### src/rtl/cdb_pkg.sv
// Shared types and constants for the CDB writeback slice.
package cdb_pkg;

  localparam int DATA_W   = 16;
  localparam int REG_W    = 4;
  localparam int NUM_REGS = 16;
  localparam int TAG_W    = 3;

  localparam logic [TAG_W-1:0] TAG_NONE = '0;

  typedef struct packed {
    logic [TAG_W-1:0]  tag;
    logic [DATA_W-1:0] data;
  } result_t;

endpackage

### src/rtl/cdb_fifo.sv
// Per-FU result buffer: small circular FIFO of result_t entries with occupancy count.
module cdb_fifo
  import cdb_pkg::*;
#(
  parameter int DEPTH = 2
) (
  input  logic    clk_i,
  input  logic    rst_i,
  input  logic    push_i,
  input  logic    pop_i,
  input  result_t wdata_i,
  output result_t rdata_o,
  output logic    full_o,
  output logic    empty_o
);

  localparam int CNT_W = $clog2(DEPTH + 1);
  localparam int PTR_W = (DEPTH > 1) ? $clog2(DEPTH) : 1;

  result_t          mem_q [DEPTH];
  logic [PTR_W-1:0] wr_ptr_q, wr_ptr_d;
  logic [PTR_W-1:0] rd_ptr_q, rd_ptr_d;
  logic [CNT_W-1:0] count_q, count_d;
  logic             do_push, do_pop;

  function automatic logic [PTR_W-1:0] ptr_inc(input logic [PTR_W-1:0] p);
    return (p == PTR_W'(DEPTH - 1)) ? '0 : p + 1'b1;
  endfunction

  assign full_o  = (count_q == CNT_W'(DEPTH));
  assign empty_o = (count_q == '0);
  assign do_push = push_i && !full_o;
  assign do_pop  = pop_i && !empty_o;
  assign rdata_o = mem_q[rd_ptr_q];

  always_comb begin
    wr_ptr_d = do_push ? ptr_inc(wr_ptr_q) : wr_ptr_q;
    rd_ptr_d = do_pop ? ptr_inc(rd_ptr_q) : rd_ptr_q;
    count_d  = count_q;
    case ({do_push, do_pop})
      2'b10:   count_d = count_q + 1'b1;
      2'b01:   count_d = count_q - 1'b1;
      default: count_d = count_q;
    endcase
  end

  always_ff @(posedge clk_i) begin
    if (rst_i) begin
      wr_ptr_q <= '0;
      rd_ptr_q <= '0;
      count_q  <= '0;
    end else begin
      wr_ptr_q <= wr_ptr_d;
      rd_ptr_q <= rd_ptr_d;
      count_q  <= count_d;
      if (do_push) mem_q[wr_ptr_q] <= wdata_i;
    end
  end

endmodule

### src/rtl/cdb_writeback.sv
// Tomasulo writeback: buffers FU results, round-robin arbitrates onto the CDB and
// writes the register file when the tag still owns its register. Optional CDB_WB_PERF_EN adds perf counters.
module cdb_writeback
  import cdb_pkg::*;
#(
  parameter int NUM_FU     = 3,
  parameter int FIFO_DEPTH = 2
) (
  input  logic                     clock_i,
  input  logic                     reset_i,
  input  logic [NUM_FU-1:0]        fu_valid_i,
  output logic [NUM_FU-1:0]        fu_ready_o,
  input  logic [NUM_FU*TAG_W-1:0]  fu_tag_i,
  input  logic [NUM_FU*DATA_W-1:0] fu_data_i,
  input  logic                     issue_en_i,
  input  logic [REG_W-1:0]         issue_reg_i,
  input  logic [TAG_W-1:0]         issue_tag_i,
  input  logic [REG_W-1:0]         q_reg_b_i,
  input  logic [REG_W-1:0]         q_reg_c_i,
  output logic [TAG_W-1:0]         q_tag_b_o,
  output logic [TAG_W-1:0]         q_tag_c_o,
  output logic                     store_o,
  output logic [REG_W-1:0]         reg_a_o,
  output logic [DATA_W-1:0]        data_in_o,
  output logic                     cdb_valid_o,
  output logic [TAG_W-1:0]         cdb_tag_o,
  output logic [DATA_W-1:0]        cdb_data_o
`ifdef CDB_WB_PERF_EN
  ,
  output logic [15:0]              perf_bcast_o,
  output logic [15:0]              perf_stall_o
`endif
);

  localparam int IDX_W = (NUM_FU > 1) ? $clog2(NUM_FU) : 1;

  result_t           fifo_head  [NUM_FU];
  result_t           fifo_wdata [NUM_FU];
  logic [NUM_FU-1:0] fifo_push, fifo_pop, fifo_full, fifo_empty;

  logic [IDX_W-1:0]  rr_ptr_q, rr_ptr_d;
  logic              grant_vld;
  logic [IDX_W-1:0]  grant_idx;
  result_t           head;
  logic              match_vld;
  logic [REG_W-1:0]  match_idx;

  logic [TAG_W-1:0]  status_q [NUM_REGS];
  logic              store_q, cdb_valid_q;
  logic [REG_W-1:0]  reg_a_q;
  logic [DATA_W-1:0] data_in_q, cdb_data_q;
  logic [TAG_W-1:0]  cdb_tag_q;

  for (genvar i = 0; i < NUM_FU; i++) begin : g_fu
    // Tag 0 results are acknowledged but never buffered.
    assign fifo_wdata[i] = '{tag: fu_tag_i[i*TAG_W +: TAG_W], data: fu_data_i[i*DATA_W +: DATA_W]};
    assign fifo_push[i]  = fu_valid_i[i] && fu_ready_o[i] &&
                           (fu_tag_i[i*TAG_W +: TAG_W] != TAG_NONE);
    assign fifo_pop[i]   = grant_vld && (grant_idx == IDX_W'(i));
    assign fu_ready_o[i] = !fifo_full[i];

    cdb_fifo #(.DEPTH(FIFO_DEPTH)) u_fifo (
      .clk_i   (clock_i),
      .rst_i   (reset_i),
      .push_i  (fifo_push[i]),
      .pop_i   (fifo_pop[i]),
      .wdata_i (fifo_wdata[i]),
      .rdata_o (fifo_head[i]),
      .full_o  (fifo_full[i]),
      .empty_o (fifo_empty[i])
    );
  end

  // Scan from highest offset down so the first non-empty FIFO at/after the pointer wins.
  always_comb begin
    grant_vld = 1'b0;
    grant_idx = '0;
    for (int k = NUM_FU - 1; k >= 0; k--) begin
      if (!fifo_empty[(int'(rr_ptr_q) + k) % NUM_FU]) begin
        grant_vld = 1'b1;
        grant_idx = IDX_W'((int'(rr_ptr_q) + k) % NUM_FU);
      end
    end
  end

  assign head     = fifo_head[grant_idx];
  assign rr_ptr_d = (grant_idx == IDX_W'(NUM_FU - 1)) ? '0 : grant_idx + 1'b1;

  always_comb begin
    match_vld = 1'b0;
    match_idx = '0;
    for (int r = NUM_REGS - 1; r >= 0; r--) begin
      if (status_q[r] == head.tag) begin
        match_vld = 1'b1;
        match_idx = REG_W'(r);
      end
    end
  end

  // A same-edge issue is written after the clear so the new owner wins.
  always_ff @(posedge clock_i) begin
    if (reset_i) begin
      rr_ptr_q    <= '0;
      store_q     <= 1'b0;
      cdb_valid_q <= 1'b0;
      reg_a_q     <= '0;
      data_in_q   <= '0;
      cdb_tag_q   <= '0;
      cdb_data_q  <= '0;
      for (int r = 0; r < NUM_REGS; r++) status_q[r] <= TAG_NONE;
    end else begin
      cdb_valid_q <= grant_vld;
      store_q     <= grant_vld && match_vld;
      if (grant_vld) begin
        rr_ptr_q   <= rr_ptr_d;
        cdb_tag_q  <= head.tag;
        cdb_data_q <= head.data;
        if (match_vld) begin
          reg_a_q             <= match_idx;
          data_in_q           <= head.data;
          status_q[match_idx] <= TAG_NONE;
        end
      end
      if (issue_en_i) status_q[issue_reg_i] <= issue_tag_i;
    end
  end

  assign q_tag_b_o   = status_q[q_reg_b_i];
  assign q_tag_c_o   = status_q[q_reg_c_i];
  assign store_o     = store_q;
  assign reg_a_o     = reg_a_q;
  assign data_in_o   = data_in_q;
  assign cdb_valid_o = cdb_valid_q;
  assign cdb_tag_o   = cdb_tag_q;
  assign cdb_data_o  = cdb_data_q;

`ifdef CDB_WB_PERF_EN
  logic [15:0] perf_bcast_q, perf_stall_q;

  always_ff @(posedge clock_i) begin
    if (reset_i) begin
      perf_bcast_q <= '0;
      perf_stall_q <= '0;
    end else begin
      if (cdb_valid_q && (perf_bcast_q != 16'hFFFF)) perf_bcast_q <= perf_bcast_q + 16'd1;
      if ((|(fu_valid_i & ~fu_ready_o)) && (perf_stall_q != 16'hFFFF))
        perf_stall_q <= perf_stall_q + 16'd1;
    end
  end

  assign perf_bcast_o = perf_bcast_q;
  assign perf_stall_o = perf_stall_q;
`endif

endmodule

### config.mk
export PLATFORM = sky130hd
export DESIGN_NAME = cdb_writeback
export DESIGN_NICKNAME = d
export VERILOG_FILES = /design/src/rtl/cdb_pkg.sv /design/src/rtl/cdb_fifo.sv /design/src/rtl/cdb_writeback.sv
export SDC_FILE = /design/constraint.sdc
export NUM_CORES = 1
export LEC_CHECK = 0
export ABC_AREA = 0
export BUFFER_PORTS_ARGS = -buffer_cell sky130_fd_sc_hd__buf_2
export CORE_UTILIZATION = 35
export DETAILED_ROUTE_END_ITERATION = 7
export MAX_ROUTING_LAYER = met4
export PLACE_DENSITY = 0.61
export SETUP_SLACK_MARGIN = 0.02
export SYNTH_ARGS = -nofsm -noshare
export SYNTH_HDL_FRONTEND = slang
export SYNTH_SLANG_ARGS = --single-unit
### constraint.sdc
create_clock -name clock_i -period 5.5 [get_ports clock_i]
set_input_delay 0.55 -clock clock_i [delete_from_list [all_inputs] [get_ports clock_i]]
set_output_delay 0.55 -clock clock_i [all_outputs]
set_load 0.005 [all_outputs]
Yosys cells after proc, flatten, opt, wreduce, memory -nomap -nowiden
Memory sizes are Yosys's and may differ from the RTL's. A register that Yosys moved wholly into a read port is not among the register bits.
Cells that the tools add are included.
{ "totals": {"output_inout_bits": 50, "ramBits": 162, "memories": 4, "inputBits": 78, "word_cells": 195, "ff_bits": 55} }
{ "op_classes": {"mux": 90, "div": 3, "magnitude_cmp": 4, "n_addsub": 15, "n_bitwise": 1, "n_eq_ne": 27, "n_reduce_logical": 35} }
{ "memory_table": {"columns": ["name", "words", "width", "read_ports", "rd_clocked_by_memory_dff", "wr", "line", "text"], "rows": [
  ["status_q", 16, 3, 18, 0, 16, "cdb_writeback.sv:48", "logic [TAG_W-1:0] status_q [NUM_REGS];"],
  ["g_fu[0].u_fifo.mem_q", 2, 19, 1, 1, 1, "cdb_fifo.sv:20", "result_t mem_q [DEPTH];"],
  ["g_fu[1].u_fifo.mem_q", 2, 19, 1, 1, 1, "cdb_fifo.sv:20", null],
  ["g_fu[2].u_fifo.mem_q", 2, 19, 1, 1, 1, "cdb_fifo.sv:20", null]
]} }
{ "ops": {"columns": ["op", "count"], "rows": [
  ["32-bit by 4-bit less-than comparator with 1-bit output (second input constant)", 3],
  ["4-bit 2-to-1 mux", 18],
  ["32-bit by 3-bit modulo with 32-bit output (second input constant)", 2],
  ["1-bit 2-to-1 mux", 57],
  ["3-bit equality test", 16],
  ["19-bit binary-select mux with 2-bit select", 1],
  ["19-bit 2-to-1 mux", 2],
  ["3-bit by 3-bit modulo with 32-bit output (second input constant)", 1],
  ["1-bit logical AND", 16],
  ["2-bit equality test (second input constant)", 7],
  ["2-bit one-hot mux with 2 select lines", 3],
  ["3-bit nonzero test", 3],
  ["2-bit by 1-bit adder with 2-bit output (second input constant)", 4],
  ["2-bit by 1-bit equality test with 1-bit output (second input constant)", 4],
  ["2-bit zero test", 4],
  ["2-bit 2-to-1 mux", 4],
  ["1-bit adder (second input constant)", 6],
  ["1-bit binary-select mux with 2-bit select", 3],
  ["1-bit zero test", 6],
  ["3-bit 2-to-1 mux", 2],
  ["2-bit nonzero test", 3],
  ["3-bit OR reduction", 2],
  ["2-bit by 1-bit subtractor with 2-bit output (second input constant)", 3],
  ["2-bit by 1-bit adder with 3-bit output (second input constant)", 1],
  ["other kinds (4)", 4]
]} }

Logic depth before layout (Yosys ltp)
Gate-level depths: netlist of run 1.
{ "logic_depth": {"word_depth": 35, "ltp_mapped": 15, "ltp_nobuf": 12} }

Cells and area by module
A second synthesis of run 1 with hierarchy kept.
{ "unflattened": {"hier_cells": 846, "area_unflattened_um2": 10866.7} }
{ "modules_own_cells": {"columns": ["module", "seq_area_each_um2", "instances", "cells_each", "area_per_inst_um2"], "rows": [
  ["cdb_writeback", 2302.2, 1, 594, 6103.4],
  ["cdb_fifo", 1241.2, 3, 84, 1587.8]
]} }

Worst setup path after synthesis of run 1
No wires, ideal clock.
{ "synth_timing": {"path_type": "register to register", "start": "register rr_ptr_q[0]", "end": "memory status_q[6][0], enable pin", "n_path_buf": 2, "arrival_time_ps": 3840, "t_required_ps": 5145, "slack_ps": 1305, "stages_incl_launch_ff": 15, "setup_ps": 355, "period_less_slack_ps": 4195, "path_cell_list": "dfxtp_1 -> inv_1 -> ha_1 -> nor4bb_1 -> a311o_1 -> or2_1 -> buf_6 -> o32ai_4 -> xor2_1 -> nor3_1 -> nor4_1 -> a211oi_2 -> o21ai_1 -> buf_2 -> o31ai_1"} }
{ "synth_rtl": {"columns": ["element", "line", "text"], "rows": [
  ["start, declared", "cdb_writeback.sv:41", "logic [IDX_W-1:0] rr_ptr_q, rr_ptr_d;"],
  ["start signal, assigned", "cdb_writeback.sv:115", "rr_ptr_q <= rr_ptr_d;"],
  ["end, declared", "cdb_writeback.sv:48", null]
]} }

==> results of run 1 <==
flip-flops by register name (all words and copies together), names as in the netlist, named ones only:
signal	flops
store_o	1
cdb_tag_o	3
cdb_data_o	16
status_q	48
g_fu.u_fifo.mem_q	114
g_fu.u_fifo.rd_ptr_q	3
g_fu.u_fifo.wr_ptr_q	3
rr_ptr_q	2
g_fu.u_fifo.count_q	6
cdb_valid_o	1
reg_a_o	4
data_in_o	16
worst max-delay path by stage:
stage	start	end	slack (ns)
4_1_cts	rr_ptr_q[0]$_SDFFE_PP0N_	status_q[10][0]$_SDFFCE_PN0P_	0.62
6_report	rr_ptr_q[0]$_SDFFE_PP0N_	status_q[10][0]$_SDFFCE_PN0P_	0.60
2_1_floorplan	rr_ptr_q[0]$_SDFFE_PP0N_	status_q[6][0]$_SDFFCE_PN0P_	1.30
3_3_place_gp	rr_ptr_q[0]$_SDFFE_PP0N_	status_q[11][0]$_SDFFCE_PN0P_	0.73
3_5_place_dp	rr_ptr_q[0]$_SDFFE_PP0N_	status_q[10][0]$_SDFFCE_PN0P_	0.64
5_1_grt	rr_ptr_q[0]$_SDFFE_PP0N_	status_q[10][0]$_SDFFCE_PN0P_	0.15
cell type report:
| type | instances | area (µm²) |
|---|---|---|
| Antenna cell | 3 | 7.507 |
| Tap cell | 390 | 488.0 |
| Clock inverter | 13 | 148.9 |
| Clock buffer | 31 | 636.9 |
| Sequential cell | 220 | 6026 |
| Timing Repair Buffer | 151 | 818.3 |
| Multi-Input combinational cell | 529 | 4279 |
| Inverter | 5 | 18.77 |
| Fill cell | 2733 | 17140 |
cells by family after synthesis:
| family | Yosys count | share of synthesized area |
|---|---|---|
| simple gates | 251 | 0.1294 |
| flops | 220 | 0.5733 |
| compound gates | 144 | 0.1164 |
| mux | 68 | 0.1005 |
| xor+xnor | 60 | 0.05071 |
| buf+inv | 50 | 0.02285 |
| fa+ha+maj | 6 | 0.006904 |
critical path: stages, from the launching register on:
cell and delay, ns:
dfxtp_1 0.35, inv_1 0.05, ha_1 0.37, nor2b_1 0.17
o311ai_2 0.56, a221oi_1 0.23, o32ai_4 0.77, buf_4 0.28
xor2_1 0.16, nor3_1 0.07, buf_4 0.16, nor4_4 0.48
nand3_1 0.19, or2_1 0.29, o31ai_1 0.41
cell usage after synthesis (6+ instances only):
cell type  number  area share
a211oi_1       33       0.024
a211oi_2       18       0.021
a21oi_1        46       0.022
a311o_1         8      0.0076
and2_1         51       0.030
buf_1           6      0.0021
buf_6           6      0.0064
clkbuf_1       29       0.010
dfxtp_1        58        0.11
edfxtp_1      162        0.46
mux2i_1        38       0.036
mux4_2         30       0.064
nand2_1         9      0.0032
nand2b_1        8      0.0048
nor2_1         93       0.033
nor2b_1        24       0.014
nor3_1         24       0.011
or3_1          10      0.0060
xnor2_1         7      0.0058
xor2_1         52       0.043
per-layer routing:
layer | global-route usage | wire length [µm] | vias to the layer above
met5 | - | 0 | -
met4 | 0.05652 | 839 | 0
met3 | 0.04632 | 2018 | 60
met2 | 0.2862 | 12540 | 222
met1 | 0.2211 | 10990 | 3404
li1 | - | - | 3283
through the flow:
| step | util | hold slack [ns] | instance area, µm² |
|---|---|---|---|
| after floorplan | - | 0.4482 | 10510 |
| after global placement | 0.3934 | 0.4421 | 11630 |
| after detailed placement | 0.3934 | 0.4451 | 11630 |
| after CTS | 0.4200 | 0.1938 | 12420 |
| after global routing | 0.4203 | 0.1976 | 12420 |
| final | 0.4203 | 0.2099 | 12420 |
==> metrics.md, run 1 <==
| Metric | Value |
|---|---|
| Outcome | `finished clean` |
| ANT nets after route | `0` |
| Post-cts sizing count | `0` |
| Worst-Margin Slew | `slightly above 0.8 ns` |
| Final setup TNS | `0 ns` |
| Post-Synthesis Cells | `between 700 and 800` |
| Synth Cell Area | `10510 µm²` |
| Clk_lat worst skew | `approximately 0.53 ns` |
| Core outline area | `about 30000 µm²` |
| Distinct cells, synth | `57` |
| Antenna violations before repair | `4` |
| Die Y | `175.3 µm` |
| CTS Buf Count | `24` |
| DR iter-0 viols | `503` |
| H-tree levels | `1` |
| FF-to-FF path depth | `14` |
| FF+latch count, synth | `between 200 and 250` |
| Arr. time, crit path | `5.08 ns` |
| IO buf count | `between 100 and 150` |
| Final Hold Fails | `0` |
| Die area | `30730 µm²` |
| DRT Pass-1 Iters | `4` |
| Grt total ovfl | `0` |
| CTS tree | `yes` |
| Residual DRC | `0` |
| CP Capture Type | `register` |
| Vias in the first global route | `between 6000 and 7000` |
| Worst Setup Start Kind | `register` |
| R2r setup slk | `a little under 0.6 ns` |
| Worst-path clk slew | `roughly 0.060 ns` |
| Final Max Slew Viols | `0` |
| FMAX | `between 200 and 250 MHz` |
| Synthesis-to-layout area growth | `18.19%` |
| Max transition margin | `0.4460` |
| Synth warn | `0` |
| Cts hold-fix bufs | `0` |
| Die width | `about 180 µm` |
| Clk sinks | `between 200 and 250` |
| Net count reported at finish | `between 1000 and 1500` |
| GR Util All Layers | `0.1788` |
| DR vias | `around 7000` |
| Layout cells sized above 1 | `0.2782` |
| Post-route setup slack | `0.5954 ns` |
| Largest net degree at the start of global routing | `65` |
| Worst hold path depth | `1` |
| Hold_sp | `fu_data_i[1]` |
| Placement Setup Slack | `between 0.6 and 0.7 ns` |
| Critical path class | `reg2reg` |
| Routed WL | `between 20 and 30 mm` |
| Most frequent cells in the layout | `162 x edfxtp_1, 126 x buf_2, 93 x nor2_1, 58 x dfxtp_1, 52 x xor2_1` |
| Clk_skew | `between 0.01 and 0.015 ns` |
| Hold path endpoint | `g_fu[0].u_fifo.mem_q[0][1]$_DFFE_PP_` |
| Post-CTS Setup Bufs | `0` |
| Top_reg_cell synth | `edfxtp_1` |
| Drt via density | `5.193` |
| Min Tclk post-route | `4.905 ns` |
| Initial Utilization | `0.3556` |
| Register area share after synthesis | `0.5733` |
| Post-synth ARST share | `0` |
| Non-Filler Instances | `around 1300` |
| Commonest non-fill, non-tap cell in the layout | `edfxtp_1` |
| CTS Root Cell | `clkbuf_16` |
| First-pass GRT wire length | `slightly above 40 mm` |
| CTS Buffer Depth | `3` |
| Max-Cap Viols | `0` |
| WL/cell | `a little under 20 µm` |
| Syn nets | `882` |
| Critical R2R Launch | `rr_ptr_q[0]$_SDFFE_PP0N_` |
| Mapped Avg Cell Area | `13.16 µm²` |
| GPL Wtd Cong | `0.9039` |
| Placed cell count | `about 1300` |
| RSZ-0062 raised after global routing | `false` |
| DP HPWL | `between 15 and 20 mm` |
| Final setup vio count | `0` |
| Final period util | `0.8918` |
| CP required | `5.68 ns` |
| Worst r2r dst | `status_q[10][0]$_SDFFCE_PN0P_` |
| Top Ports | `roughly 130` |
| Worst min path class | `in2reg` |
| # rows | `between 60 and 70` |
| Max FO, Critical Path | `13` |
| Number of flops mapped to enable cells by yosys | `162` |
Power of run 1 is not shown: default switching activity piles up to over one toggle a cycle in this logic, so the estimate is an artifact.
==> run 2, diff against run 1 <==
- CTS_CLUSTER_DIAMETER: unset -> 60
- clock period: 5.5 -> 5.85 ns (I/O delays scaled with it)
==> metrics.md, run 2 (synthesized netlist as in run 1, its figures left out) <==
| Metric | Value |
|---|---|
| Max reg flops | `114 (unchanged)` |
| Largest net degree at the start of global routing | `45 (-31%)` |
| H-tree levels | `1 (unchanged)` |
| Post-CTS Setup Bufs | `0 (unchanged)` |
| DR vias | `6976 (+0.10%)` |
| Min Tclk post-route | `5.047 ns (+0.1424 ns)` |
| Max-Cap Viols | `0 (unchanged)` |
| Biggest register | `g_fu.u_fifo.mem_q` |
| RSZ-0062 raised after global routing | `false` |
| FILL cells | `2751 (+0.66%)` |
| Outcome | `finished clean` |
| Die area | `30730 µm² (unchanged)` |
| Die width | `175.3 µm (unchanged)` |
| Net count reported at finish | `1011 (-0.30%)` |
| Antenna violations before repair | `3 (-1)` |
| Layout cells sized above 1 | `0.2788 (+0.0005875)` |
| Worst-Margin Slew | `0.8350 ns (+0.004017 ns)` |
| Residual DRC | `0 (unchanged)` |
| Top Ports | `128 (unchanged)` |
| Die Y | `175.3 µm (unchanged)` |
| Routed WL | `26.28 mm (-0.41%)` |
| Grt total ovfl | `0 (unchanged)` |
| Final Max Slew Viols | `0 (unchanged)` |
| Sequence of cells on the critical path | `inv_1, ha_1, nor2b_1, o311ai_2, a221oi_1, o32ai_4, buf_4, xor2_2, nor3_1, nor2b_1, nor2_1, o22a_1, a311o_1` |
| Synthesis-to-layout area growth | `18.31%` |
| GR Util All Layers | `0.1773 (-0.001491)` |
| Worst Setup Start Kind | `register` |
| DR iter-0 viols | `489 (-2.8%)` |
| Most used cell, CP | `nor2b_1` |
| Clk_skew | `0.01494 ns (+0.0008170 ns)` |
| First-pass GRT wire length | `40.10 mm (-1.4%)` |
| Final Hold Fails | `0 (unchanged)` |
| Max FO, Critical Path | `13 (unchanged)` |
| IO buf count | `127 (unchanged)` |
| Most frequent cells in the layout | `162 x edfxtp_1, 126 x buf_2, 93 x nor2_1, 58 x dfxtp_1, 52 x xor2_1` |
| Critical path class | `reg2reg` |
| Arr. time, crit path | `5.30 ns (+0.22 ns)` |
| Post-cts sizing count | `0 (unchanged)` |
| CTS Root Cell | `clkbuf_16` |
| Worst stage delay on the critical path | `0.75 ns (-0.02 ns)` |
| Final period util | `0.8627 (-0.02901)` |
| DP HPWL | `19.00 mm (+0.23%)` |
| CTS tree | `yes` |
| Worst-path clk slew | `0.07 ns (about the same)` |
| Seq. cell area | `6026 µm² (unchanged)` |
| GPL Wtd Cong | `0.9252 (+2.4%)` |
| Multi-input logic area | `4279 µm² (unchanged)` |
| ANT nets after route | `0 (unchanged)` |
| Leading registers by flop count | `g_fu.u_fifo.mem_q x114, status_q x48` |
| Clk_lat worst skew | `0.55 ns (+0.02 ns)` |
| # rows | `63 (unchanged)` |
| Vias in the first global route | `6937 (-0.47%)` |
| WL/cell | `19.63 µm (-0.19%)` |
| Worst min path class | `in2reg` |
| CTS Buffer Depth | `3 (unchanged)` |
| Final setup TNS | `0 ns (unchanged)` |
| CP Capture Type | `register` |
| Clk sinks | `220 (unchanged)` |
| FMAX | `198.1 MHz (-2.8%)` |
| Initial Utilization | `0.3556 (unchanged)` |
| Final Util | `0.4207 (+0.0004230)` |
| Slowest cell on the critical path | `o32ai_4` |
| R2r setup slk | `0.80 ns (+0.21 ns)` |
| Core outline area | `29560 µm² (unchanged)` |
| Drt via density | `5.210 (+0.32%)` |
| Final setup vio count | `0 (unchanged)` |
| DRT Pass-1 Iters | `5 (+1)` |
| Commonest non-fill, non-tap cell in the layout | `edfxtp_1` |
| CTS Buf Count | `25 (+4.2%)` |
| CP required | `6.10 ns (+0.42 ns)` |
| Cts hold-fix bufs | `0 (unchanged)` |
| Max transition margin | `0.4390 (-0.006962)` |
## run 2: changes by cell type in the layout (fill, tap and decap cells not counted), sizes merged
| cell | before | now |
|---|---|---|
| diode | 3 | 2 |
| buf | 151 | 147 |
| clkbuf | 31 | 33 |
| bufinv | 3 | 1 |
| inv | 5 | 7 |
## run 2: layout make-up
| class | instances | area share |
|---|---|---|
| tap | 390 | 0.03924 |
| sequential | 220 | 0.4846 |
| timing repair buffer | 147 | 0.06339 |
| inverter | 5 | 0.001509 |
| clock buffer | 33 | 0.05705 |
| multi-input combinational | 529 | 0.3441 |
| clock inverter | 13 | 0.009759 |
| antenna | 2 | 0.0004025 |
## run 2: worst max-delay path: cells and delay by family, from the launching register on
kind	cells	cell delay (ns)
AOI/OAI and AO/OA	5	2.48
xor gates and xnor gates	1	0.06
adders and majority gates	1	0.38
buffers and inverters	2	0.34
DFF	1	0.35
and+or+nand+nor	4	1.13
## run 2: metal layers
layer,wire (µm),vias up,global-route usage
met2,12480,217,0.2814
met3,1876,54,0.04827
li1,-,3280,-
met1,10960,3425,0.2125
met5,0,-,-
met4,963,0,0.07464
## run 2: stage by stage
step | setup WS, ns | cells | hold WS (ns) | area [µm²]
floorplan | 1.655 | 799 | 0.4482 | 10510
global placement | 0.9978 | 1291 | 0.4451 | 11600
detailed placement | 0.8482 | 1291 | 0.4494 | 11600
CTS | 0.8349 | 1337 | 0.2106 | 12430
global route | 0.4604 | 1339 | 0.2181 | 12440
finish | 0.8030 | 1339 | 0.2301 | 12440
## run 2: final timing paths
path	cells after the start	end	startpoint
setup / recovery	13	status_q[4][0]$_SDFFCE_PN0P_	rr_ptr_q[0]$_SDFFE_PP0N_
hold reg to reg	2	cdb_tag_o[1]$_SDFFE_PP0N_	cdb_tag_o[1]$_SDFFE_PP0N_
setup reg to reg	13	status_q[4][0]$_SDFFCE_PN0P_	rr_ptr_q[0]$_SDFFE_PP0N_
hold / removal	1	g_fu[1].u_fifo.mem_q[1][9]$_DFFE_PP_	fu_data_i[25]
Power of run 2 is left out for the same reason.
